**config.mk**
```make
export PLATFORM = sky130hd
export DESIGN_NAME = pipeline_hazard_ctrl
export DESIGN_NICKNAME = d
export VERILOG_FILES = /design/src/rtl/pipeline_hazard_ctrl.sv
export SDC_FILE = /design/constraint.sdc
export NUM_CORES = 1
export LEC_CHECK = 0
export CORE_ASPECT_RATIO = 1.5
export CORE_UTILIZATION = 60
export DETAILED_ROUTE_END_ITERATION = 8
export DONT_BUFFER_PORTS = 1
export PLACE_DENSITY = 0.79
export SLEW_MARGIN = 10
export SYNTH_ARGS = -nofsm -noshare
export SYNTH_HDL_FRONTEND = slang
export SYNTH_SLANG_ARGS = --single-unit
```
**constraint.sdc**
```tcl
create_clock -name clk -period 3.58 [get_ports clk]
set_input_delay 0.358 -clock clk [delete_from_list [all_inputs] [get_ports clk]]
set_output_delay 0.358 -clock clk [all_outputs]
set_load 0.1 [all_outputs]
```
**src/rtl/pipeline_hazard_ctrl.sv**
```systemverilog
// Stall/flush scheduler for a 5-stage pipeline: per-stage {flush,stall} controls, PC hold/redirect,
// a RUN/DISCARD FSM that drops a wrong-path fetch still in flight, and stall/flush perf counters.
module pipeline_hazard_ctrl #(
  parameter int CNT_WIDTH = 32
) (
  input  logic                 clk,
  input  logic                 reset,
  input  logic [4:0]           id_rs1_addr,
  input  logic [4:0]           id_rs2_addr,
  input  logic                 id_uses_rs1,
  input  logic                 id_uses_rs2,
  input  logic                 ex_MemRead,
  input  logic [4:0]           ex_rd_addr,
  input  logic                 ex_branch_taken,
  input  logic                 if_busy,
  input  logic                 mem_busy,
  output logic                 pc_stall,
  output logic                 pc_redirect,
  output logic [1:0]           ifid_fs,
  output logic [1:0]           idex_fs,
  output logic [1:0]           exmem_fs,
  output logic [1:0]           memwb_fs,
  output logic [CNT_WIDTH-1:0] stall_cycles,
  output logic [CNT_WIDTH-1:0] flush_events,
  output logic                 dbg_state_o
);

  typedef enum logic {
    S_RUN     = 1'b0,
    S_DISCARD = 1'b1
  } state_t;

  localparam logic [1:0] FS_RUN   = 2'b00;
  localparam logic [1:0] FS_STALL = 2'b01;
  localparam logic [1:0] FS_FLUSH = 2'b10;

  state_t               state_q, state_d;
  logic [CNT_WIDTH-1:0] stall_cnt_q, stall_cnt_d;
  logic [CNT_WIDTH-1:0] flush_cnt_q, flush_cnt_d;
  logic                 load_use;

  // x0 never carries a real load result, so it cannot create a hazard.
  assign load_use = ex_MemRead && (ex_rd_addr != 5'd0) &&
                    ((id_uses_rs1 && (id_rs1_addr == ex_rd_addr)) ||
                     (id_uses_rs2 && (id_rs2_addr == ex_rd_addr)));

  always_comb begin
    pc_stall    = 1'b0;
    pc_redirect = 1'b0;
    ifid_fs     = FS_RUN;
    idex_fs     = FS_RUN;
    exmem_fs    = FS_RUN;
    memwb_fs    = FS_RUN;
    state_d     = state_q;

    if (reset) begin
      pc_stall = 1'b1;
      ifid_fs  = FS_FLUSH;
      idex_fs  = FS_FLUSH;
      exmem_fs = FS_FLUSH;
      memwb_fs = FS_FLUSH;
      state_d  = S_RUN;
    end else begin
      if (mem_busy) begin
        // EX is held, so a pending branch or load-use is simply re-seen next cycle.
        pc_stall = 1'b1;
        ifid_fs  = FS_STALL;
        idex_fs  = FS_STALL;
        exmem_fs = FS_STALL;
        memwb_fs = FS_FLUSH;
      end else if (ex_branch_taken) begin
        pc_redirect = 1'b1;
        ifid_fs     = FS_FLUSH;
        idex_fs     = FS_FLUSH;
        if (if_busy) state_d = S_DISCARD;
      end else if (load_use) begin
        pc_stall = 1'b1;
        ifid_fs  = FS_STALL;
        idex_fs  = FS_FLUSH;
      end else if (if_busy) begin
        pc_stall = 1'b1;
        ifid_fs  = FS_FLUSH;
      end

      // The word arriving from the abandoned fetch must never enter ID.
      if (state_q == S_DISCARD) begin
        ifid_fs = FS_FLUSH;
        if (mem_busy || !ex_branch_taken) pc_stall = pc_stall | if_busy;
        state_d = if_busy ? S_DISCARD : S_RUN;
      end
    end
  end

  always_comb begin
    stall_cnt_d = stall_cnt_q + {{(CNT_WIDTH-1){1'b0}}, pc_stall};
    flush_cnt_d = flush_cnt_q + {{(CNT_WIDTH-1){1'b0}}, pc_redirect};
    if (reset) begin
      stall_cnt_d = '0;
      flush_cnt_d = '0;
    end
  end

  always_ff @(posedge clk) begin
    if (reset) begin
      state_q     <= S_RUN;
      stall_cnt_q <= '0;
      flush_cnt_q <= '0;
    end else begin
      state_q     <= state_d;
      stall_cnt_q <= stall_cnt_d;
      flush_cnt_q <= flush_cnt_d;
    end
  end

  assign stall_cycles = stall_cnt_q;
  assign flush_events = flush_cnt_q;
  assign dbg_state_o  = state_q;

endmodule

```
==> results.md <==
- GR Util All Layers: between 20% and 30%
- Initial DRC Count: between 100 and 150
- Layout area overhead: 21.4%
- Clock skew: roughly 0.0088 ns
- Maximum vdd drop: ~0.39 mV
- Lkg Pwr: around 1.4 nW
- Post-CTS Resized: 0
- Status: finished clean
- Routed wire length: between 7000 and 8000 um
- TNS Setup: 0 ns
- FF+latch count, synth: 65
- Most common library cell in the layout ignoring fill and taps: dfxtp_1
- Post-Syn Nets: 411
- Smallest hold slack: around 0.085 ns
- Post-layout nets: approximately 460
- Critical Path End Type: flip-flop
- Antenna viol nets, final: 0
- Ratio of final minimum period to clock period: slightly above 90%
- CTS Buf Count: 9
- Vias per cell: around 6
- Detailed Place HPWL: 4910 um
- Hold Vio Cnt, Final: 0
- Clock-pin slew on the worst setup and hold paths: about 0.06 ns
- Grt ovf: 0
- Peak Freq: a little over 0.3 GHz
- Max Slew Vio Count: 0
- Initial antenna violation count: 0
- # DRC: 0
- Maximum clock path buffer count: 2
- Register Area: 0.00130 sq mm
- Ant. Diodes: 0
- Critical Path AT: about 3.5 ns
- Chip height: just over 90 um
- Row cnt: 32
- Max Fanout on Critical Path: 15
- Most frequent cells in the layout: 65 x dfxtp_1, 58 x buf_4, 40 x nor2_1, 29 x a21oi_1, 23 x or4_1
- Clock sink count: 65
- Post-synth EDFFs: 0
- Wire length per cell: roughly 14 um
- Die ar.: around 0.0057 sq mm
- Cell Pwr Density: approximately 370 mW/mm^2
- Post-Layout Cell Count: approximately 500
- Clk_lat worst skew: between 0.3 and 0.4 ns
- Share of cells above drive strength 1: between 20% and 30%
- Total power: between 1 and 1.5 mW
- DP Worst Slack: a little under 0.05 ns
- Hold_buf cts: 0
- Vias in the first global route: 2705
- Syn Area/Cell: around 8.4 sq um
- Min cycle time layout: around 3.3 ns
- Synth Warn #: 0
- H-Tree Depth: 3
- Top FF cell, synth: dfxtp_1
- Worst min path class: input pin to flip-flop
- Starting Density: a little over three fifths
- # port buffers: 0
- RSZ-0062 raised after global routing: no
- Ys async rst share: 0%
- First-pass GRT wire length: approximately 11000 um
- Clk root buf: clkbuf_8
- Core area: between 0.005 and 0.006 sq mm
- GP Congestion: slightly below 0.8
- Distinct cells, synth: 37
- IO Count: between 90 and 100
- Worst path required time: 3.80 ns
- Max-cap violations: 0
- Drt pass-1 iters: 4
- Largest net degree at the start of global routing: 81
- Worst-margin pin slew: ~1.2 ns
- Placed Cells: 487
- Chip Width: between 60 and 70 um
- Worst slew margin: 21.4%
- Worst setup path class: input pin to flip-flop
- Via count: 2938
- PnR worst setup slack: approximately 0.32 ns
- CTS tree: done
- Post-CTS Setup Bufs: 0
- Multi-input gate area: around 0.0019 sq mm
- Post-Syn Area: 0.00324 sq mm
- Fill cells: 359
- Sequential share of the synthesized area: about two fifths
- Startpoint types: input pin
- Final setup vio count: 0
- Synth Instances: around 380
Yosys cell counts, types with 3 or more instances:
| library cell | n | area (sq um) |
|---|---|---|
| nand2_1 | 17 | 63.8 |
| nand4_1 | 10 | 62.6 |
| ha_1 | 4 | 50.1 |
| buf_1 | 3 | 11.3 |
| clkbuf_1 | 11 | 41.3 |
| a21oi_1 | 29 | 145 |
| and4_1 | 4 | 35.0 |
| dfxtp_1 | 65 | 1300 |
| xnor2_1 | 13 | 114 |
| nor2b_1 | 13 | 81.3 |
| nand3_1 | 21 | 105 |
| and3_1 | 5 | 31.3 |
| o21ai_0 | 13 | 65.1 |
| nor4_1 | 10 | 62.6 |
| nor2_1 | 41 | 154 |
| xor2_1 | 19 | 166 |
| o31ai_1 | 20 | 150 |
| mux2_2 | 10 | 113 |
| or4_1 | 23 | 173 |
| buf_4 | 3 | 22.5 |
| buf_2 | 4 | 20.0 |
| inv_1 | 13 | 48.8 |
| or3_1 | 9 | 56.3 |
| nor3_1 | 8 | 40.0 |
metal layers:
layer / wire length (um) / global-route usage (%) / up-vias
met2: 3660 / 44.5 / 105
met4: 135 / 12.0 / 0
met3: 510 / 8.18 / 11
li1: - / - / 1472
met5: 0 / 0 / -
met1: 2800 / 26.3 / 1350
metrics by stage:
| stage | utilization (%) | area [sq um] |
|---|---|---|
| CTS | 76.3 | 3940 |
| global placement | 72.5 | 3740 |
| floorplan | - | 3330 |
| finish | 76.3 | 3940 |
| detailed placement | 72.5 | 3740 |
| global route | 76.3 | 3940 |
area by class of cell:
cell class                      count  share of cell area, %
Multi-Input combinational cell    283                   47.6
Sequential cell                    65                   33.0
Clock inverter                      3                   1.02
Clock buffer                       12                   3.94
Timing Repair Buffer               58                   11.1
Tap cell                           68                   2.16
Inverter                           13                   1.24
flip-flops by register name (all words and copies together) (netlist names):
name / flops
dbg_state_o: 1
stall_cycles: 32
flush_events: 32
worst max-delay path, stage by stage:
cell     delay, ns
xor2_1        0.14
nor4_1        0.33
a32oi_2       0.26
o31ai_4       0.31
ha_2          0.23
nand4_1       0.23
or4_1         0.83
nor4_1        0.39
mux2_2        0.39
report_power, final:
part / switching [mW] / internal (mW)
sequential: 0.00178 / 0.728
clock: 0.258 / 0.354
combinational: 0.103 / 0.0318
total: 0.363 / 1.11
logic make-up (layout without fill, tap and decap cells):
| logic type | count (synthesis) | count (layout) | share of synthesized area (%) |
|---|---|---|---|
| compound gates | 64 | 64 | 11.6 |
| xor+xnor | 32 | 32 | 8.64 |
| fa+ha+maj | 4 | 4 | 1.54 |
| buf+inv | 36 | 86 | 5.13 |
| flops | 65 | 65 | 40.1 |
| mux | 10 | 10 | 3.47 |
| other cells | 1 | 1 | 0.116 |
| simple gates | 172 | 172 | 29.4 |
path summary, 6_finish.rpt:
check,cells after the start,end,slack (ns),from
min reg2reg,2,flush_events[0],0.59,flush_events[0]
max,9,stall_cycles[31],0.32,ex_rd_addr[0]
max reg2reg,5,stall_cycles[31],0.94,stall_cycles[2]
min,1,flush_events[17],0.09,reset
Note: power is estimated with default switching activity, not from simulation.
